$ cat config.mk
export PLATFORM = sky130hd
export DESIGN_NAME = obstacle_spawn_scheduler
export DESIGN_NICKNAME = d
export VERILOG_FILES = /design/src/rtl/game_pkg.sv /design/src/rtl/free_slot_finder.sv /design/src/rtl/obstacle_spawn_scheduler.sv
export SDC_FILE = /design/constraint.sdc
export NUM_CORES = 1
export LEC_CHECK = 0
export ABC_AREA = 1
export CAP_MARGIN = 25
export CORE_UTILIZATION = 47
export CTS_CLUSTER_DIAMETER = 30
export DETAILED_ROUTE_END_ITERATION = 7
export GPL_TIMING_DRIVEN = 1
export PLACE_DENSITY_LB_ADDON = 0.08
export SKIP_LAST_GASP = 1
export SLEW_MARGIN = 20
export SYNTH_ARGS = -nofsm -noshare
export SYNTH_HDL_FRONTEND = slang
export SYNTH_SLANG_ARGS = --single-unit
$ cat constraint.sdc
create_clock -name clk -period 1.6 [get_ports clk]
set_clock_uncertainty 0.15 [all_clocks]
set_input_delay 0.32 -clock clk [delete_from_list [all_inputs] [get_ports clk]]
set_output_delay 0.32 -clock clk [all_outputs]
set_load 0.05 [all_outputs]
$ cat src/rtl/game_pkg.sv
// Shared types and constants for the obstacle spawn scheduler.
// The LFSR tap mask is only consumed when RANDOM_LANE_EN is defined.
package game_pkg;

  typedef enum logic [1:0] {
    IDLE   = 2'd0,
    COUNT  = 2'd1,
    SEARCH = 2'd2,
    ISSUE  = 2'd3
  } spawn_state_t;

  localparam int LEVEL_W     = 2;
  localparam int OBJ_COUNT_W = 11;
  localparam int LANE_W      = 2;

  // Fibonacci taps 8,6,5,4 expressed as a mask over lfsr[7:0]
  localparam logic [7:0] LFSR_TAPS = 8'b1011_1000;

endpackage

$ cat src/rtl/free_slot_finder.sv
// Rotate-priority encoder: first clear bit of busy at or above start, wrapping.
module free_slot_finder
  import game_pkg::*;
#(
  parameter int NSLOTS = 4
) (
  input  logic [NSLOTS-1:0]         busy,
  input  logic [$clog2(NSLOTS)-1:0] start,
  output logic                      found,
  output logic [$clog2(NSLOTS)-1:0] index
);

  localparam int IDX_W = $clog2(NSLOTS);

  logic [IDX_W-1:0] cand;

  // Walk from the far end down so the slot closest to start wins.
  always_comb begin
    found = 1'b0;
    index = '0;
    cand  = '0;
    for (int i = NSLOTS - 1; i >= 0; i--) begin
      cand = start + IDX_W'(i);
      if (!busy[cand]) begin
        found = 1'b1;
        index = cand;
      end
    end
  end

endmodule

$ cat src/rtl/obstacle_spawn_scheduler.sv
// Paces obstacle spawns per level, claims free slots round-robin, issues valid/ready requests.
// Define RANDOM_LANE_EN to pick lanes from an 8-bit LFSR instead of a rotating counter.
module obstacle_spawn_scheduler
  import game_pkg::*;
#(
  parameter int         NSLOTS      = 4,
  parameter int         INTERVAL_L0 = 60,
  parameter int         INTERVAL_L1 = 40,
  parameter int         INTERVAL_L2 = 25,
  parameter logic [7:0] LFSR_SEED   = 8'hA5
) (
  input  logic                      clk,
  input  logic                      reset,
  input  logic                      hit,
  input  logic                      frame_tick,
  input  logic [LEVEL_W-1:0]        level,
  input  logic [NSLOTS-1:0]         slot_busy,
  input  logic                      spawn_ready,
  output logic                      spawn_valid,
  output logic [$clog2(NSLOTS)-1:0] spawn_slot,
  output logic [LANE_W-1:0]         spawn_lane,
  output logic [LEVEL_W-1:0]        spawn_shape,
  output logic [OBJ_COUNT_W-1:0]    obj_count,
  output logic                      stalled
);

  localparam int IDX_W = $clog2(NSLOTS);

  if (NSLOTS < 2 || NSLOTS > 16 || (NSLOTS & (NSLOTS - 1)) != 0 ||
      INTERVAL_L0 < 1 || INTERVAL_L0 > 255 || INTERVAL_L1 < 1 || INTERVAL_L1 > 255 ||
      INTERVAL_L2 < 1 || INTERVAL_L2 > 255 || LFSR_SEED == 8'h00) begin : g_param_check
    $error("obstacle_spawn_scheduler: illegal parameter set");
  end

  function automatic logic [7:0] interval_last(input logic [LEVEL_W-1:0] lv);
    case (lv)
      2'd0:    return 8'(INTERVAL_L0 - 1);
      2'd1:    return 8'(INTERVAL_L1 - 1);
      default: return 8'(INTERVAL_L2 - 1);
    endcase
  endfunction

  function automatic logic [OBJ_COUNT_W-1:0] sat_inc(input logic [OBJ_COUNT_W-1:0] v);
    return (v == '1) ? v : v + OBJ_COUNT_W'(1);
  endfunction

  spawn_state_t            state_q, state_d;
  logic [7:0]              cnt_q, cnt_d;
  logic [IDX_W-1:0]        rr_q, rr_d;
  logic [IDX_W-1:0]        slot_q, slot_d;
  logic [LANE_W-1:0]       lane_q, lane_d;
  logic [LEVEL_W-1:0]      shape_q, shape_d;
  logic [OBJ_COUNT_W-1:0]  obj_q, obj_d;
  logic                    accept;
  logic                    found;
  logic [IDX_W-1:0]        free_idx;
  logic [LANE_W-1:0]       new_lane;

  free_slot_finder #(.NSLOTS(NSLOTS)) u_finder (
    .busy  (slot_busy),
    .start (rr_q),
    .found (found),
    .index (free_idx)
  );

`ifdef RANDOM_LANE_EN
  logic [7:0]        lfsr_q;
  logic [LANE_W-1:0] lane_pick;

  // Free-running; hit leaves it alone so lane sequences keep diverging between lives.
  always_ff @(posedge clk) begin
    if (reset) lfsr_q <= LFSR_SEED;
    else       lfsr_q <= {lfsr_q[6:0], ^(lfsr_q & LFSR_TAPS)};
  end

  always_comb begin
    lane_pick = lfsr_q[1:0];
    if (lane_pick == lane_q) lane_pick = lane_pick + 2'd1;
  end

  assign new_lane = lane_pick;
`else
  logic [LANE_W-1:0] lane_cnt_q;

  always_ff @(posedge clk) begin
    if (reset)       lane_cnt_q <= '0;
    else if (accept) lane_cnt_q <= lane_cnt_q + 2'd1;
  end

  assign new_lane = lane_cnt_q;
`endif

  always_comb begin
    state_d = state_q;
    cnt_d   = cnt_q;
    rr_d    = rr_q;
    slot_d  = slot_q;
    lane_d  = lane_q;
    shape_d = shape_q;
    obj_d   = obj_q;
    accept  = 1'b0;
    case (state_q)
      IDLE: if (frame_tick) state_d = COUNT;
      COUNT: begin
        if (frame_tick) begin
          if (cnt_q >= interval_last(level)) begin
            cnt_d   = '0;
            state_d = SEARCH;
          end else begin
            cnt_d = cnt_q + 8'd1;
          end
        end
      end
      SEARCH: begin
        if (found) begin
          slot_d  = free_idx;
          lane_d  = new_lane;
          shape_d = level;
          state_d = ISSUE;
        end
      end
      ISSUE: begin
        if (spawn_ready) begin
          obj_d   = sat_inc(obj_q);
          rr_d    = slot_q + IDX_W'(1);
          accept  = 1'b1;
          state_d = COUNT;
        end
      end
      default: state_d = IDLE;
    endcase
    // A collision aborts any pending request and restarts pacing from IDLE.
    if (hit) begin
      state_d = IDLE;
      cnt_d   = '0;
      obj_d   = '0;
      rr_d    = rr_q;
      accept  = 1'b0;
    end
  end

  always_ff @(posedge clk) begin
    if (reset) begin
      state_q <= IDLE;
      cnt_q   <= '0;
      rr_q    <= '0;
      slot_q  <= '0;
      lane_q  <= '0;
      shape_q <= '0;
      obj_q   <= '0;
    end else begin
      state_q <= state_d;
      cnt_q   <= cnt_d;
      rr_q    <= rr_d;
      slot_q  <= slot_d;
      lane_q  <= lane_d;
      shape_q <= shape_d;
      obj_q   <= obj_d;
    end
  end

  assign spawn_valid = (state_q == ISSUE);
  assign stalled     = (state_q == SEARCH) && !found;
  assign spawn_slot  = slot_q;
  assign spawn_lane  = lane_q;
  assign spawn_shape = shape_q;
  assign obj_count   = obj_q;

endmodule

==> results of run 1 <==
-- per-stage QoR --
stage	area, um2	util, %	worst slack [ns]	instances	hold slack, ns
floorplan	1830	-	-0.0152	250	0.239
global placement	2710	78.2	-0.611	370	0.278
detailed placement	2710	78.2	-0.648	370	0.290
CTS	3020	87.0	-0.291	388	0.299
global route	3300	95.1	-0.453	394	0.277
finish	3300	95.1	-0.410	394	0.274
-- registers in the layout, summed over array words and instances (netlist names) --
name / flops
state_q: 2
rr_q: 2
spawn_shape: 2
cnt_q: 8
spawn_slot: 2
obj_count: 11
spawn_lane: 2
lane_cnt_q: 2
-- critical path, cell delays in order (launching register included) --
cell and delay (ns):
sky130_fd_sc_hd__dfxtp_4 0.44, sky130_fd_sc_hd__inv_8 0.08, sky130_fd_sc_hd__nand2_4 0.08, sky130_fd_sc_hd__nand3_2 0.12
sky130_fd_sc_hd__nand2_4 0.11, sky130_fd_sc_hd__inv_2 0.06, sky130_fd_sc_hd__nand3_4 0.07, sky130_fd_sc_hd__clkinvlp_4 0.11
sky130_fd_sc_hd__buf_12 0.16
-- power by group through the flow --
stage / sequential, mW / clock (mW) / combinational [mW]
after floorplan: 0.839 / 0 / 0.0964
after global placement: 0.811 / 0 / 0.250
after detailed placement: 0.812 / 0 / 0.256
after CTS: 0.794 / 0.657 / 0.283
after global routing: 0.795 / 0.730 / 0.373
final: 0.794 / 0.701 / 0.360
-- path summary, 6_finish.rpt --
kind                       from             end  slack (ns)  depth (start not counted)
setup / recovery        rr_q[0]         stalled       -0.41                          8
hold / removal         level[1]  spawn_shape[1]        0.27                          4
setup reg to reg        rr_q[0]      state_q[1]       -0.30                         13
hold reg to reg   lane_cnt_q[0]   lane_cnt_q[0]        0.37                          1
-- placed cells by master, fill, tap and decap left out, drive strengths merged, types with 9 or more instances in the layout --
cell type,Yosys,routed
xor2,9,9
nand3,16,16
ha,10,10
dfxtp,31,31
inv,30,28
nor2,33,33
o21ai,13,13
buf,3,86
a21oi,21,21
nand2,66,66
-- routing by layer --
metal	track usage [%]	share of wire [%]
met1	32.2	36
met2	52.8	51
met3	5.62	6.4
met4	13.6	6.8
met5	0	0
-- cells in the mapped netlist (all sizes together) (2+ instances only) --
| cell type | count | area (um2) |
|---|---|---|
| nand2 | 66 | 263 |
| buf | 3 | 27.5 |
| o21ai | 13 | 68.8 |
| ha | 10 | 125 |
| dfxtp | 31 | 621 |
| nand3 | 16 | 80.1 |
| inv | 30 | 115 |
| a21oi | 21 | 135 |
| xnor2 | 7 | 61.3 |
| nor2 | 33 | 126 |
| nand3b | 2 | 15.0 |
| xor2 | 9 | 78.8 |
| nand4 | 2 | 12.5 |
-- cell families (layout without fill, tap and decap cells) --
kind of cell             after synthesis  count (layout)
buffers and inverters                 34             132
AO/OA/AOI/OAI                         37              37
flip-flops                            31              31
XOR/XNOR                              16              16
adder cells (fa/ha/maj)               10              10
AND/OR/NAND/NOR                      122             122
-- final cells by class --
type,count,area (um2),area share [%]
multi-input combinational,185,1370,41.6
sequential,31,648,19.7
clock buffer,7,86.3,2.62
tap,46,57.6,1.75
inverter,30,134,4.06
clock inverter,1,5.00,0.152
timing repair buffer,94,996,30.2
-- timing repair --
| action | in CTS | in global routing |
|---|---|---|
| endpoints found under the hold margin | 0 | 0 |
| setup endpoints to repair | 22 | 30 |
| pin swaps | 22 | 30 |
| buffers inserted | 11 | 7 |
| gates resized for setup | 52 | 65 |
==> summary.txt, run 1 <==
Floorplan
  • Die Area: 0.00403 mm2
  • FP Rows: 21
  • Width of the die: between 60 and 70 um
  • Core Box Area: 0.00347 mm2
  • Initial core utilization: slightly above 50%
  • Vertical extent of the die: 63.5 um
  • Number of ports placed on the die boundary: 30

Worst setup path
  • Setup crit start kind: register
  • Critical path start-end classification: register to primary output
  • Required @ worst endpoint: 1.13 ns
  • Crit path arrival time: 1.54 ns
  • Critical path peak fanout: 6
  • Crit end category: primary output

Logic synthesis
  • Share of synthesized area spent on multiplexers: 0%
  • Cells after synthesis: 250
  • Post-synthesis share of cell area spent on xor and xnor gates: between 7 and 8%
  • Post-synthesis adder-cell area fraction: slightly above 7%
  • Yosys Warn Count: 0
  • Share of the synthesized area in compound gates (AO/OA/AOI/OAI): 12.7%
  • Sequential share of the synthesized area: a little over a third
  • Dominant synthesized flop cell: sky130_fd_sc_hd__dfxtp_1
  • Count of flip-flops with a built-in enable after synthesis: 0
  • Post-synth net total: 271
  • Synthesized area per cell: a little over 7 um2
  • Synth Area in Simple Gates: between 20 and 30%
  • Number of library cell types mapped by synthesis: 28
  • Main combinational cell family by area after synthesis: simple AND/OR/NAND/NOR gates
  • Cell Area, Synth: 0.00178 mm2
  • Number of synthesized register bits: 31
  • Async SR Flop Fraction: 0%

Timing
  • Transition time at the pin with the least slew margin: ~0.34 ns
  • Minimum period implied by the final worst setup slack: 2.01 ns
  • Maximum clock frequency: between 400 and 500 MHz
  • Relative max-transition margin: about three quarters
  • Period utilisation layout: 126%
  • Slack of the critical path: -0.410 ns
  • Final-report hold violation count: 0
  • Unrepaired setup endpoints after global routing: yes
  • Setup-violating endpoint count in the final report: 18
  • Final slew viol count: 0
  • Total negative setup slack: -2.24 ns

Run status
  • Status: complete, but fails checks
  • Violations in the final reports: negative setup slack

Pwr
  • Int Pwr: around 1.3 mW
  • Power per Cell Area: around 560 mW/mm2
  • Clock power frac: about 38%
  • Switching power total: ~570 uW
  • Sequential Power Share: a little over two fifths
  • Switch share: about 31%
  • PnR Total Power: 1.86 mW
  • IR Drop Worst-Case VDD: about 0.73 mV
  • Leakage: 1.39 nW
  • Combinational cell fraction of total power: between 10% and 20%

Clock tree
  • Number of H-tree levels: 2
  • Number of sinks handled by clock tree synthesis: 31
  • Cts bufs inserted: 5
  • CTS max path bufs: 2
  • Number of hold buffers added after cts: 0
  • CTS tree: done
  • Clk slew on worst S/H paths: around 0.080 ns
  • Root cell of the clock tree: sky130_fd_sc_hd__clkbuf_8
  • Clk_lat worst skew: roughly 0.3 ns

Detailed routing
  • Final routed DRC violation total: 0
  • Post-detailed-route via-to-cell ratio: slightly below 6
  • Pre-antenna DRT Iters: 5
  • Number of DRC violations after detailed-routing iteration 0: 172
  • Number of vias after detailed routing: between 2,000 and 2,500
  • Routed wirelength normalized by instance count: 20.5 um
  • Drt total wl: 8.07 mm
  • Antenna Violating Nets Remaining: 0

Global route
  • Total overflow reported by the global router: 0
  • Wire length of the first global-routing pass: ~9.1 mm
  • Vias in the first global route: approximately 2,000
  • Overall routing resource usage: 29.2%
  • Pin count of the biggest net entering global routing: 13
  • Antenna violations before repair: 0

Layout
  • Inserted Diodes: 0
  • Fraction of final layout cells with drive strength greater than 1: between 50% and 60%
  • Area growth from synthesis to layout: 85.4%
  • Number of nets in the finished design: between 300 and 400
  • Number of fill cells in the layout: between 80 and 90

Placed design
  • Half-perimeter wire length after placement: between 3 and 4 mm
  • GPL Wtd Cong: 0.840
  • Port-buffer cells: 29

Flow run
  • Count of maximum capacitance violations: 0

Min path
  • Class of the tightest hold or removal check: primary input to register
Power figures use the tool's default switching activity.
==> run 2: changes to the inputs <==
CORE_UTILIZATION = 45   (was 47)
CTS_BUF_LIST = sky130_fd_sc_hd__clkbuf_8   (was not set)
==> run 2 against run 1 <==
Compared with the run above: the flow still finishes with violations (negative setup slack); sequential power hardly changed; register-to-register slack hardly changed; critical path type unchanged; non-clock buffer count is 7 lower.
==> summary.txt, run 2 (same netlist as run 1, synthesis figures left out) <==
Pwr
  • IR Drop Worst-Case VDD: 0.749 mV (+3.1%)
  • Clock power frac: 38.9% (+1.1 points)
  • PnR Total Power: 1.85 mW (-0.46%)
  • Switching power total: 526 uW (-8.4%)
  • Power per Cell Area: 568 mW/mm2 (+0.91%)
  • Switch share: 28.5% (-2.5 points)
  • Int Pwr: 1.32 mW (+3.1%)
  • Leakage: 1.37 nW (-1.4%)
  • Sequential Power Share: 43.2% (+0.4 points)
  • Combinational cell fraction of total power: 17.9% (-1.5 points)

Detailed routing
  • Drt total wl: 6.19 mm (-23%)
  • Pre-antenna DRT Iters: 4 (-1)
  • Antenna Violating Nets Remaining: 0 (unchanged)
  • Number of DRC violations after detailed-routing iteration 0: 185 (+7.6%)
  • Routed wirelength normalized by instance count: 15.9 um (-23%)
  • Post-detailed-route via-to-cell ratio: 5.20 (-12%)
  • Final routed DRC violation total: 0 (unchanged)
  • Number of vias after detailed routing: 2,029 (-12%)

Placed design
  • Half-perimeter wire length after placement: 3.31 mm (-4.2%)
  • Setup Slack @ Placement: -0.678 ns (-0.0302 ns)
  • Port-buffer cells: 29 (unchanged)
  • GPL Wtd Cong: 0.787 (-6.3%)
  • Placed inst area: 0.00268 mm2 (-1.2%)
  • # placed instances: 369 (-0.27%)

Timing
  • Unrepaired setup endpoints after global routing: yes
  • Final slew viol count: 0 (unchanged)
  • Relative max-transition margin: 60.7% (-16 points)
  • Period utilisation layout: 123% (-2.6 points)
  • Maximum clock frequency: 508 MHz (+2.1%)
  • Transition time at the pin with the least slew margin: 0.589 ns (+0.244 ns)
  • Slack of the critical path: -0.369 ns (+0.0408 ns)
  • Minimum period implied by the final worst setup slack: 1.97 ns (-0.0408 ns)
  • Hold WS: 0.234 ns (-0.0395 ns)
  • Final-report hold violation count: 0 (unchanged)
  • Setup-violating endpoint count in the final report: 24 (+6)
  • Total negative setup slack: -3.26 ns (-1.02 ns)

Floorplan
  • Core Box Area: 0.00372 mm2 (+7.1%)
  • Number of ports placed on the die boundary: 30 (unchanged)
  • Vertical extent of the die: 64.9 um (+2.1%)
  • Die Area: 0.00421 mm2 (+4.3%)
  • Initial core utilization: 47.8% (-3.4 points)
  • FP Rows: 22 (+4.8%)
  • Width of the die: 64.9 um (+2.1%)

Run status
  • Violations in the final reports: negative setup slack
  • Status: complete, but fails checks

Worst setup path
  • Register-to-register path setup slack: -0.30 ns (about the same)
  • Critical path peak fanout: 6 (unchanged)
  • Setup crit start kind: register
  • Crit end category: primary output
  • Required @ worst endpoint: 1.13 ns (about the same)
  • Critical path start-end classification: register to primary output
  • Crit path arrival time: 1.50 ns (-0.04 ns)

Layout
  • Most common cell after layout, fill and taps aside: sky130_fd_sc_hd__buf_4
  • Final instance count without filler cells: 390 (-1.0%)
  • Number of nets in the finished design: 362 (-1.6%)
  • Number of flip-flops under the largest register name: 11 (unchanged)
  • Post-Route Utilization: 87.5% (-7.5 points)
  • Highest-count cells in the layout ignoring fill and taps: 47 x sky130_fd_sc_hd__buf_4, 32 x sky130_fd_sc_hd__nand2_1, 27 x sky130_fd_sc_hd__nor2_1
  • Finished Cell Area: 0.00325 mm2 (-1.4%)
  • Inserted Diodes: 0 (unchanged)
  • Fraction of final layout cells with drive strength greater than 1: 52.6% (-0.82 points)
  • Area growth from synthesis to layout: 82.9%

Clock tree
  • Number of H-tree levels: 2 (unchanged)
  • CTS tree: done
  • CTS max path bufs: 2 (unchanged)
  • Number of hold buffers added after cts: 0 (unchanged)
  • Number of sinks handled by clock tree synthesis: 31 (unchanged)
  • Root cell of the clock tree: sky130_fd_sc_hd__clkbuf_8
  • Clk slew on worst S/H paths: 0.07 ns (about the same)
  • Clk_lat worst skew: 0.30 ns (about the same)
  • Cts bufs inserted: 5 (unchanged)

Global route
  • Antenna violations before repair: 0 (unchanged)
  • Total overflow reported by the global router: 0 (unchanged)
  • Pin count of the biggest net entering global routing: 13 (unchanged)
  • Vias in the first global route: 1,890 (-5.1%)
  • Overall routing resource usage: 25.9% (-3.3 points)
  • Wire length of the first global-routing pass: 8.28 mm (-8.7%)

Min path
  • Class of the tightest hold or removal check: primary input to register

Flow run
  • Count of maximum capacitance violations: 0 (unchanged)
-- run 2: worst paths after layout --
kind                          to  cells after the start     start
setup / recovery         stalled                      8   rr_q[0]
hold / removal    spawn_shape[1]                      4  level[1]
setup reg to reg   spawn_slot[1]                     13   rr_q[0]
hold reg to reg         cnt_q[7]                      2  cnt_q[7]
-- run 2: metal layers --
metal  global-route usage [%]  wire length, um
met5                        0                0
met4                     11.9              260
met3                     6.51              294
met2                     45.6             3160
met1                     28.9             2480
-- run 2: critical path: stages (launching register included) --
cell and delay (ns):
sky130_fd_sc_hd__dfxtp_4 0.42, sky130_fd_sc_hd__inv_6 0.07, sky130_fd_sc_hd__nand2_4 0.09, sky130_fd_sc_hd__nand3_4 0.09
sky130_fd_sc_hd__nand2_4 0.10, sky130_fd_sc_hd__inv_4 0.05, sky130_fd_sc_hd__nand3_4 0.09, sky130_fd_sc_hd__clkinvlp_4 0.11
sky130_fd_sc_hd__buf_12 0.16
-- run 2: layout make-up --
type	instances	area (um2)
repair buffers	87	951
clock buffers	7	96.3
clock inverters	1	7.51
fillers	168	464
inverters	30	131
well taps	48	60.1
flip-flops and latches	31	647
repair inverters	1	7.51
multi-input cells	185	1350
-- run 2: repair_timing --
item | in CTS | in global routing
endpoints found under the setup margin | 25 | 28
cloned | 1 | 0
buffers inserted | 9 | 8
resized for setup | 46 | 74
pin swaps | 13 | 34
-- run 2: power groups by stage --
stage | sequential [mW] | clock [mW] | combinational, mW
after floorplan | 0.839 | 0 | 0.0964
after global placement | 0.812 | 0 | 0.244
final | 0.797 | 0.718 | 0.331
after global routing | 0.798 | 0.760 | 0.353
after detailed placement | 0.813 | 0 | 0.248
after CTS | 0.795 | 0.714 | 0.278
